### config.mk
export PLATFORM = sky130hd
export DESIGN_NAME = memory_port_arbiter
export DESIGN_NICKNAME = d
export VERILOG_FILES = /design/src/rtl/mem_arb_pkg.sv /design/src/rtl/mem_arb_perf_counters.sv /design/src/rtl/memory_port_arbiter.sv
export SDC_FILE = /design/constraint.sdc
export NUM_CORES = 1
export LEC_CHECK = 0
export ABC_CLOCK_PERIOD_IN_PS = 6000
export CAP_MARGIN = 0
export CELL_PAD_IN_SITES_DETAIL_PLACEMENT = 0
export CELL_PAD_IN_SITES_GLOBAL_PLACEMENT = 1
export CORE_UTILIZATION = 17
export CTS_BUF_LIST = sky130_fd_sc_hd__clkbuf_16
export DETAILED_ROUTE_END_ITERATION = 8
export GPL_ROUTABILITY_DRIVEN = 1
export PLACE_DENSITY = 0.88
export SYNTH_ARGS = -nofsm -noshare
export SYNTH_HDL_FRONTEND = slang
export SYNTH_SLANG_ARGS = --single-unit
### constraint.sdc
create_clock -name clk -period 6 [get_ports clk]
set_clock_uncertainty 0.2 [all_clocks]
set_input_delay 0.6 -clock clk [delete_from_list [all_inputs] [get_ports clk]]
set_output_delay 0.6 -clock clk [all_outputs]
set_load 0.03 [all_outputs]
### src/rtl/mem_arb_pkg.sv
// Shared types and helpers for the memory port arbiter.
package mem_arb_pkg;

    typedef enum logic [1:0] {
        IDLE   = 2'd0,
        BUSY_I = 2'd1,
        BUSY_D = 2'd2
    } arb_state_e;

    localparam logic MST_ICACHE = 1'b0;
    localparam logic MST_DCACHE = 1'b1;

    // Ceiling log2, never below 1 so a zero-length counter cannot occur.
    function automatic int clog2(input int value);
        int r;
        r = 0;
        for (int i = 0; i < 31; i++) begin
            if ((1 << i) < value) begin
                r = i + 1;
            end
        end
        return (r < 1) ? 1 : r;
    endfunction

endpackage

### src/rtl/mem_arb_perf_counters.sv
// Grant and wait-cycle counters for the memory port arbiter.
module mem_arb_perf_counters (
    input  logic        clk,
    input  logic        rst_n,
    input  logic        done_i,
    input  logic        done_d,
    input  logic        wait_i,
    input  logic        wait_d,
    output logic [31:0] grant_i,
    output logic [31:0] grant_d,
    output logic [31:0] wait_cycles
);

    always_ff @(posedge clk or negedge rst_n) begin
        if (!rst_n) begin
            grant_i     <= '0;
            grant_d     <= '0;
            wait_cycles <= '0;
        end else begin
            grant_i     <= grant_i + 32'(done_i);
            grant_d     <= grant_d + 32'(done_d);
            wait_cycles <= wait_cycles + 32'(wait_i) + 32'(wait_d);
        end
    end

endmodule

### src/rtl/memory_port_arbiter.sv
// Round-robin arbiter sharing the memory port between I-cache and D-cache.
// Define MEM_ARB_PERF_EN to add grant and wait-cycle performance counters.
module memory_port_arbiter
    import mem_arb_pkg::*;
#(
    parameter int ADDR_W         = 32,
    parameter int DATA_W         = 32,
    parameter int TIMEOUT_CYCLES = 1024
) (
    input  logic                clk,
    input  logic                rst_n,
    input  logic [ADDR_W-1:0]   icache_mem_addr,
    input  logic                icache_mem_req,
    output logic [DATA_W-1:0]   icache_mem_rdata,
    output logic                icache_mem_ready,
    input  logic [ADDR_W-1:0]   dcache_mem_addr,
    input  logic [DATA_W-1:0]   dcache_mem_wdata,
    input  logic [DATA_W/8-1:0] dcache_mem_be,
    input  logic                dcache_mem_we,
    input  logic                dcache_mem_req,
    output logic [DATA_W-1:0]   dcache_mem_rdata,
    output logic                dcache_mem_ready,
    output logic [ADDR_W-1:0]   mem_addr,
    output logic [DATA_W-1:0]   mem_wdata,
    output logic [DATA_W/8-1:0] mem_be,
    output logic                mem_we,
    output logic                mem_req,
    input  logic [DATA_W-1:0]   mem_rdata,
    input  logic                mem_ready,
`ifdef MEM_ARB_PERF_EN
    output logic [31:0]         perf_grant_i,
    output logic [31:0]         perf_grant_d,
    output logic [31:0]         perf_wait_cycles,
`endif
    output logic                timeout_err
);

    localparam int WD_W = clog2(TIMEOUT_CYCLES + 1);
    localparam logic [WD_W-1:0] WD_LAST =
        WD_W'((TIMEOUT_CYCLES > 0) ? TIMEOUT_CYCLES - 1 : 0);

    arb_state_e      state;
    arb_state_e      state_next;
    logic            rr_last;
    logic            rr_next;
    logic [WD_W-1:0] wd_cnt;
    logic            busy;
    logic            wd_clear;
    logic            wd_hit;

    assign icache_mem_rdata = mem_rdata;
    assign dcache_mem_rdata = mem_rdata;

    always_comb begin
        state_next = state;
        rr_next    = rr_last;
        unique case (state)
            IDLE: begin
                if (icache_mem_req && dcache_mem_req) begin
                    state_next = (rr_last == MST_ICACHE) ? BUSY_D : BUSY_I;
                end else if (dcache_mem_req) begin
                    state_next = BUSY_D;
                end else if (icache_mem_req) begin
                    state_next = BUSY_I;
                end
            end
            BUSY_I: begin
                if (mem_ready) begin
                    rr_next    = MST_ICACHE;
                    state_next = dcache_mem_req ? BUSY_D : IDLE;
                end else if (!icache_mem_req) begin
                    state_next = IDLE;
                end
            end
            BUSY_D: begin
                if (mem_ready) begin
                    rr_next    = MST_DCACHE;
                    state_next = icache_mem_req ? BUSY_I : IDLE;
                end else if (!dcache_mem_req) begin
                    state_next = IDLE;
                end
            end
            default: begin
                state_next = IDLE;
            end
        endcase
    end

    // Counter restarts whenever a new transaction begins or one completes.
    assign busy     = (state != IDLE);
    assign wd_clear = !busy || mem_ready || (state_next != state);
    assign wd_hit   = (TIMEOUT_CYCLES != 0) && busy && !mem_ready &&
                      (wd_cnt == WD_LAST);

    always_ff @(posedge clk or negedge rst_n) begin
        if (!rst_n) begin
            state       <= IDLE;
            rr_last     <= MST_ICACHE;
            wd_cnt      <= '0;
            timeout_err <= 1'b0;
        end else begin
            state   <= state_next;
            rr_last <= rr_next;
            if (wd_clear) begin
                wd_cnt <= '0;
            end else if (!(&wd_cnt)) begin
                wd_cnt <= wd_cnt + 1'b1;
            end
            if (wd_hit) begin
                timeout_err <= 1'b1;
            end
        end
    end

    always_comb begin
        mem_req          = 1'b0;
        mem_addr         = '0;
        mem_wdata        = '0;
        mem_be           = '0;
        mem_we           = 1'b0;
        icache_mem_ready = 1'b0;
        dcache_mem_ready = 1'b0;
        unique case (state)
            BUSY_I: begin
                mem_req          = icache_mem_req;
                mem_addr         = icache_mem_addr;
                icache_mem_ready = mem_ready;
            end
            BUSY_D: begin
                mem_req          = dcache_mem_req;
                mem_addr         = dcache_mem_addr;
                mem_wdata        = dcache_mem_wdata;
                mem_be           = dcache_mem_be;
                mem_we           = dcache_mem_we;
                dcache_mem_ready = mem_ready;
            end
            default: begin
            end
        endcase
    end

`ifdef MEM_ARB_PERF_EN
    mem_arb_perf_counters u_perf (
        .clk         (clk),
        .rst_n       (rst_n),
        .done_i      (icache_mem_ready),
        .done_d      (dcache_mem_ready),
        .wait_i      (icache_mem_req && (state != BUSY_I)),
        .wait_d      (dcache_mem_req && (state != BUSY_D)),
        .grant_i     (perf_grant_i),
        .grant_d     (perf_grant_d),
        .wait_cycles (perf_wait_cycles)
    );
`endif

endmodule

### Word level (Yosys, flattened, before mapping)

Cells that the tools add are included.
Widths: inputs -> output; s select.

| word-level totals | value |
|---|---|
| output and inout port bits | 137 |
| word-level logic and storage cells | 47 |
| bits in registers | 15 |
| input bits | 138 |

| operators by class | value |
|---|---|
| $add $sub $neg | 1 |
| equality and inequality tests | 7 |
| muxes and demuxes | 23 |
| reduce and logical (&&, ||, !) cells | 12 |

Operator list:

| cell | number |
|---|---|
| $pmux 32 s2 | 1 |
| $mux 32 | 1 |
| $mux 11 | 2 |
| $mux 2 | 9 |
| $add 11x1->11 const B | 1 |
| $eq 11x10->1 const B | 1 |
| $reduce_and 11->1 | 1 |
| $mux 1 | 6 |
| $ne 2x2->1 const B | 3 |
| $pmux 2 s3 | 1 |
| $mux 4 | 1 |
| $pmux 1 s2 | 2 |
| $reduce_bool 2->1 | 2 |
| $logic_and 1x1->1 | 3 |
| $reduce_and 3->1 | 1 |
| $eq 2x1->1 const B | 1 |
| $eq 2x2->1 const B | 1 |
| $logic_not 1->1 | 2 |
| $logic_not 2->1 | 1 |
| $logic_or 1x1->1 | 2 |
| $ne 2x2->1 | 1 |

### Logic depth before layout (Yosys ltp)

Gate-level depths: netlist (run 1).

| depth | value |
|---|---|
| depth in word-level cells | 7 |
| gate-level depth with buffers | 9 |
| gate-level depth less buffers | 7 |

### Worst setup path after synthesis (run 1)

OpenSTA, ideal clock, no wires.

| timing | value |
|---|---|
| path kind | flip-flop to output port |
| from | register state[1] |
| to | output mem_addr[11] |
| data required time | 5200 ps |
| stages on the path, launching flop included | 7 |
| data arrival time | 1639 ps |
| path buffers | 2 |
| path slack | 3561 ps |
| cells stage by stage | dfrtp_1 > inv_1 > ha_1 > buf_4 > clkbuf_1 > a22oi_1 > nor2b_1 |

| on the way | value |
|---|---|
| longest elaborated chain between the ends | 2 |
| elaborated cells between the ends (all ways) | 3 |
| those cells by class | 2 x eq/ne; 1 x mux |

Ends and longest elaborated chain:

| item | RTL line | text |
|---|---|---|
| start, declared | memory_port_arbiter.sv:42 | `arb_state_e state;` |
| start signal, assigned | memory_port_arbiter.sv:102 | `state <= state_next;` |
| $eq 2x2->1 / $eq 2x1->1 (equally long branches) | memory_port_arbiter.sv:123 | `unique case (state)` |
| $pmux 32 s2 * | memory_port_arbiter.sv:123 |  |
| end, declared | memory_port_arbiter.sv:23 | `output logic [ADDR_W-1:0] mem_addr,` |

Every way passes the cells marked *; elsewhere a longest branch is shown, timed or not.

### Worst setup path in the final report (run 1)

| timing | value |
|---|---|
| from | register state[1] |
| to | output mem_addr[23] |

Same word-level chain as after synthesis.

==> out/qor.txt, run 1 <==
=================================================================================
Worst endpoint required time                                              5.20 ns
Worst-path clk slew                                                       0.05 ns
Fraction of power consumed by the clock network                              9.9%
Post-Layout Cell Count                                                        544
Detailed-route wire length                                                7620 um
Fin. max-slew vios                                                              0
Post-cts hold buffer count                                                      0
Post-placement worst setup slack                                          2.43 ns
Dominant combinational cell family by area after synthesis           simple AND/OR/NAND/NOR gates
Number of cells produced by synthesis                                         276
Time the worst path needs with I/O delays and setup                       3.88 ns
Crit path max-delay cell type                                        sky130_fd_sc_hd__ha_1
Standby leakage power                                                  0.00127 uW
X dimension of the die                                                     114 um
Height of the die                                                          114 um
Relative max-transition margin                                              16.4%
Maximum number of buffers from clock root to sink                               2
Placed standard-cell area                                               3560 um^2
Measured slew at the worst slew-check pin                                 1.25 ns
Xor/xnor share of the synthesized area                                      1.23%
Number of vias per cell after detailed routing                               4.09
Routed via count                                                             2223
Unrepaired setup endpoints after global routing                             false
Switch share                                                                49.6%
Total I/O pin count                                                           275
Fraction of final layout cells with drive strength greater than 1           1.86%
Post-synthesis instance area                                            2130 um^2
Placed cell count                                                             540
Count of unresolved DRC violations after routing                                0
Portion of the post-synthesis area used by sequential elements              17.6%
List of cells traversed by the critical path                         inv_1 -> ha_1 -> a22oi_1 -> nor2b_1 -> clkdlybuf4s50_1
Run status                                                           complete, no violations
Number of antenna violations at the first check in global routing               0
Largest area contributor in the synthesized netlist                  sky130_fd_sc_hd__buf_4
Number of port buffers                                                        178
Share of the cycle needed by the critical path after routing                64.6%
Post-route cell area                                                    3640 um^2
Post-synth net total                                                          419
Std-Cell Core Area                                                     12100 um^2
Mean Syn Cell Area                                                      7.72 um^2
Seq pwr share                                                               10.0%
Worst-path fanout max                                                          36
Diode insertion count for antenna repair                                        0
Fraction of registers with async set/reset                                   100%
IR drop worst, VDD                                                     0.000137 V
Post-detailed-route wirelength per cell                                   14.0 um
Final worst setup slack                                                   2.12 ns
TritonCTS clock tree                                                        built
Fin Hold WS                                                              0.291 ns
Multiplexer area fraction after synthesis                                   1.41%
Portion of synthesized cell area occupied by the leading cell type          22.9%
Highest attainable clock frequency                                        258 MHz
Simple-gate portion of the synthesized area                                 32.3%
Dpl hpwl                                                                  6460 um
Number of standard-cell rows in the floorplan                                  40
Maximum number of pins on one net before global-route repair                   73
Post-synth EDFFs                                                                0
Number of global-route vias before repair                                    2306
Global-route wire length before repair                                   11800 um
Hold violation count in the final report                                        0
Total power divided by cell area                                      348 nW/um^2
Number of max-cap violations                                                    0
Number of levels in the clock H-tree                                            1
Post-synthesis sequential element count                                        15
Final #Nets                                                                   520
Worst min-delay path class                                           flop to flop
Drt first-iter violations                                                      67
Area contributors post-synth                                         sky130_fd_sc_hd__buf_4 23%, sky130_fd_sc_hd__dfrtp_1 18%, sky130_fd_sc_hd__a22oi_1 12%
Distinct cell type count of the synthesized netlist                            34
Area share of fa/ha/maj cells after synthesis                               2.94%
Top FF cell, synth                                                   sky130_fd_sc_hd__dfrtp_1
CP peak stage delay                                                       1.02 ns
Latest clock arrival within the worst-skew pair                           0.24 ns
Element type at the critical path end                                 output port
Type of element launching the critical path                                  flop
Final setup TNS                                                              0 ns
Compound-gate portion of the synthesized area                               17.3%
Relative contribution of combinational cells to total power                 80.0%
CTS buffer count                                                                3
Routability Congestion                                                      0.858
WS Path Type                                                         flop to output port
Yosys warns                                                                     0
All-layer global routing usage                                              11.5%
Post-route antenna net violation count                                          0
Final setup vio count                                                           0
Net load switching power                                                   628 uW
Setup bufs post-CTS                                                             0
Area growth from synthesis to layout                                        71.0%
Die area                                                               13000 um^2
Pre-Repair DR Iteration Count                                                   4
Cells on Worst Hold Path                                                        2
Worst setup slack for register-to-register paths                          2.49 ns
CTS Root Buffer Type                                                 sky130_fd_sc_hd__clkbuf_16
Number of cells on the worst reg-to-reg path                                    7
Worst EP arrival                                                          3.08 ns
Aggregate global routing overflow                                               0
CTS Sinks                                                                      15
Commonest cells in the netlist                                       65 x sky130_fd_sc_hd__buf_4, 38 x sky130_fd_sc_hd__and2_1, 36 x sky130_fd_sc_hd__nor2b_1
Number of gates resized after CTS                                               0
P_int                                                                      637 uW
Initial Utilization                                                         17.6%
Count leader, synth                                                  sky130_fd_sc_hd__buf_4
=================================================================================
-- registers in the layout, indices dropped and copies added, names as in the netlist --
name	flops
wd_cnt	11
state	2
rr_last	1
timeout_err	1
-- worst max-delay path: cells and delay by family (launching register included) --
| family | cells | cell delay, ns |
|---|---|---|
| AO/OA/AOI/OAI | 1 | 0.26 |
| flip-flops | 1 | 0.40 |
| AND/OR/NAND/NOR | 1 | 0.28 |
| buffers and inverters | 2 | 0.86 |
| adder cells (fa/ha/maj) | 1 | 1.02 |
-- per-layer routing --
layer / vias up / part of all wire [%] / global-route usage, %
met1: 1017 / 40 / 12.9
met2: 122 / 50 / 20.6
met3: 8 / 8.9 / 3.83
li1: 1076 / - / -
met4: 0 / 1.2 / 2.86
met5: - / 0 / 0
-- power groups by stage --
| stage | Sequential [uW] | Clock [uW] | Combinational [uW] |
|---|---|---|---|
| after floorplan | 125 | 0 | 718 |
| after global placement | 127 | 0 | 1010 |
| after detailed placement | 128 | 0 | 1020 |
| after CTS | 127 | 128 | 1020 |
| after global routing | 129 | 133 | 1070 |
| final | 127 | 126 | 1010 |
-- cells in the final DEF, fill, tap and decap left out, types with 2 or more instances in the layout --
cell / count
sky130_fd_sc_hd__o21ai_0: 5
sky130_fd_sc_hd__clkbuf_16: 3
sky130_fd_sc_hd__clkdlybuf4s50_1: 178
sky130_fd_sc_hd__dfrtp_1: 15
sky130_fd_sc_hd__nor4_4: 2
sky130_fd_sc_hd__nor3_1: 10
sky130_fd_sc_hd__xnor2_1: 3
sky130_fd_sc_hd__inv_1: 6
sky130_fd_sc_hd__a21oi_1: 2
sky130_fd_sc_hd__nand3_1: 4
sky130_fd_sc_hd__a21o_1: 2
sky130_fd_sc_hd__and2_1: 38
sky130_fd_sc_hd__nand4_1: 3
sky130_fd_sc_hd__nor2_1: 5
sky130_fd_sc_hd__a22oi_1: 33
sky130_fd_sc_hd__nor2b_1: 36
sky130_fd_sc_hd__nand2_1: 10
sky130_fd_sc_hd__ha_1: 4
sky130_fd_sc_hd__mux2i_1: 3
-- metrics by stage --
step	util [%]	total power (uW)
after global routing	30.1	1340
after floorplan	-	843
after detailed placement	29.4	1150
after CTS	30.1	1280
final	30.1	1270
after global placement	29.4	1140
-- worst paths after layout --
| kind | endpoint | startpoint |
|---|---|---|
| max | mem_addr[23] | state[1] |
| min | timeout_err | timeout_err |
| max reg2reg | wd_cnt[4] | state[1] |
| min reg2reg | timeout_err | timeout_err |
| max in group asynchronous | rr_last | rst_n |
| min in group asynchronous | wd_cnt[4] | rst_n |
-- logic make-up after synthesis --
group                      count (synthesis)
and+or+nand+nor                          113
muxes                                      3
DFF                                       15
buffers and inverters                     87
xor gates and xnor gates                   3
AOI/OAI and AO/OA                         50
adders and majority gates                  5
-- final cells by class --
cell class	instances	area (um^2)
Fill cell	1302	8470
Clock buffer	3	75.1
Tap cell	168	210
Timing Repair Buffer	178	1780
Sequential cell	15	375
Inverter	5	18.8
Clock inverter	1	3.75
Multi-Input combinational cell	174	1180
Note: power is estimated with default switching activity, not from simulation.
==> run 2, diff against run 1 <==
Settings changed: ABC_CLOCK_PERIOD_IN_PS 6000 to 3300, CORE_UTILIZATION 17 to 14, PLACE_DENSITY 0.88 to 0.77.
Clock period 6 ns to 3.3 ns, I/O delays scaled along.
==> out/qor.txt, run 2 (synthesis results as in run 1) <==
================================================================================
Routability Congestion                                                     0.770   was 0.858
Number of standard-cell rows in the floorplan                                 44   was 40
Unrepaired setup endpoints after global routing                            false   unchanged
Number of max-cap violations                                                   0   unchanged
Worst EP arrival                                                         2.56 ns   was 3.08 ns
Global-route wire length before repair                                  12600 um   was 11800 um
TritonCTS clock tree                                                       built   unchanged
Total I/O pin count                                                          275   unchanged
Worst min-delay path class                                          flop to flop   unchanged
Number of global-route vias before repair                                   2326   was 2306
X dimension of the die                                                    125 um   was 114 um
Post-layout total power                                                  2390 uW   was 1270 uW
Number of cells on the worst reg-to-reg path                                   7   unchanged
Number of port buffers                                                       178   unchanged
Highest-count cells in the layout ignoring fill and taps            178 x sky130_fd_sc_hd__clkdlybuf4s50_1, 38 x sky130_fd_sc_hd__and2_1, 36 x sky130_fd_sc_hd__nor2b_1   unchanged
Hold violation count in the final report                                       0   unchanged
Worst-path fanout max                                                         37   was 36
Area growth from synthesis to layout                                       74.3%   was 71.0%
CTS Sinks                                                                     15   unchanged
Run status                                                          finished, violations left   was complete, no violations
CTS buffer count                                                               3   unchanged
Diode insertion count for antenna repair                                       0   unchanged
Final setup vio count                                                          0   unchanged
GRT Max-Usage Layer                                                         met2   unchanged
Detailed-route wire length                                               8110 um   was 7620 um
GR met3 Demand/Resource                                                    2.70%   was 3.83%
Drt first-iter violations                                                     88   was 67
Maximum number of buffers from clock root to sink                              2   unchanged
Most common library cell in the layout ignoring fill and taps       sky130_fd_sc_hd__clkdlybuf4s50_1   unchanged
Post-detailed-route wirelength per cell                                  14.4 um   was 14.0 um
All-layer global routing usage                                             10.1%   was 11.5%
Share of the cycle needed by the critical path after routing               93.6%
Relative max-transition margin                                             51.3%   was 16.4%
Post-cts hold buffer count                                                     0   unchanged
Aggregate global routing overflow                                              0   unchanged
Time the worst path needs with I/O delays and setup                      3.09 ns
Number of gates resized after CTS                                              0   unchanged
Fraction of final layout cells with drive strength greater than 1          3.15%   was 1.86%
CTS Root Buffer Type                                                sky130_fd_sc_hd__clkbuf_16   unchanged
Failing checks                                                               DRC
Latest clock arrival within the worst-skew pair                          0.25 ns   was 0.24 ns
Final setup TNS                                                             0 ns   unchanged
Std-Cell Core Area                                                    14700 um^2   was 12100 um^2
Endpoint of the worst setup timing path                             mem_wdata[30]   was mem_addr[23]
Worst R2R End                                                          wd_cnt[4]   unchanged
Area of the multi-input gates                                          1180 um^2   unchanged
Met2 capacity usage during global routing                                  18.3%   was 20.6%
Worst endpoint required time                                             2.77 ns   was 5.20 ns
Worst R2R Start                                                         state[0]   was state[1]
Post-route antenna net violation count                                         0   unchanged
Number of antenna violations at the first check in global routing              0   unchanged
Count of unresolved DRC violations after routing                              11   was 0
Die area                                                              15700 um^2   was 13000 um^2
Element type at the critical path end                                output port   unchanged
Measured slew at the worst slew-check pin                               0.728 ns   was 1.25 ns
Worst-path clk slew                                                      0.05 ns   about the same
Final #Nets                                                                  525   was 520
Registers with the most flip-flops                                  wd_cnt: 11 flops, state: 2 flops   unchanged
Number of levels in the clock H-tree                                           1   unchanged
Filler instances                                                            1586   was 1302
Fin. max-slew vios                                                             0   unchanged
Worst setup slack for register-to-register paths                         0.49 ns   was 2.49 ns
Fin Hold WS                                                             0.271 ns   was 0.291 ns
Routed via count                                                            2270   was 2223
Register area                                                           375 um^2   unchanged
Height of the die                                                         125 um   was 114 um
Maximum number of pins on one net before global-route repair                  38   was 73
Setup bufs post-CTS                                                            0   unchanged
WS Path Type                                                        flop to output port   unchanged
Highest attainable clock frequency                                       324 MHz
Max FFs per register                                                          11   unchanged
Global routing met1 resource utilization                                   11.6%   was 12.9%
Type of element launching the critical path                                 flop   unchanged
Pre-Repair DR Iteration Count                                                  6   was 4
IR drop worst, VDD                                                    0.000332 V   was 0.000137 V
Critical Path Start                                                     state[0]   was state[1]
Total power divided by cell area                                     644 nW/um^2   was 348 nW/um^2
Dpl hpwl                                                                 6990 um   was 6460 um
Number of vias per cell after detailed routing                              4.02   was 4.09
Standby leakage power                                                 0.00130 uW   was 0.00127 uW
Register with the most flip-flops                                         wd_cnt   unchanged
Initial Utilization                                                        14.5%   was 17.6%
================================================================================
run 2: cell types whose count changed in the layout (fill, tap and decap cells not counted), sizes merged:
cell	change
buf	+5
run 2: power by group:
part / internal (uW) / total [uW] / switching [uW]
logic: 850 / 1920 / 1070
registers: 208 / 231 / 23.0
clock network: 161 / 239 / 77.8
total: 1220 / 2390 / 1170
run 2: how the worst min path moves through the flow:
stage          cells past startpoint           to   startpoint  slack, ns
2_1_floorplan                      0      rr_last        rst_n      -0.17
3_3_place_gp                       2  timeout_err  timeout_err       0.27
3_5_place_dp                       2  timeout_err  timeout_err       0.27
4_1_cts                            2  timeout_err  timeout_err       0.28
5_1_grt                            2  timeout_err  timeout_err       0.34
6_report                           2  timeout_err  timeout_err       0.27
run 2: layout make-up:
class	count	share of cell area (%)
timing repair buffer	183	49.4
multi-input combinational	174	31.7
sequential	15	10.1
tap	184	6.20
clock buffer	3	2.02
inverter	5	0.506
clock inverter	1	0.101
run 2: critical path, stage by stage (launching register included):
cell and delay, ns:
sky130_fd_sc_hd__dfrtp_1 0.42, sky130_fd_sc_hd__inv_1 0.12, sky130_fd_sc_hd__ha_2 0.51, sky130_fd_sc_hd__buf_4 0.36, sky130_fd_sc_hd__and2_1 0.19, sky130_fd_sc_hd__clkdlybuf4s50_1 0.68
run 2: per-stage QoR:
stage / instance area (um^2) / worst slack (ns) / utilization [%] / cells
final: 3710 / 0.212 / 25.2 / 565
after detailed placement: 3630 / 0.444 / 24.7 / 561
after CTS: 3710 / 0.209 / 25.2 / 565
after global routing: 3710 / 0.0546 / 25.2 / 565
after global placement: 3630 / 0.554 / 24.7 / 561
after floorplan: 2130 / 0.972 / - / 276
run 2: routing by layer:
metal / routed length, um / part of all wire, %
met1: 3200 / 39
met2: 4210 / 52
met3: 652 / 8.0
met4: 47 / 0.58
met5: 0 / 0
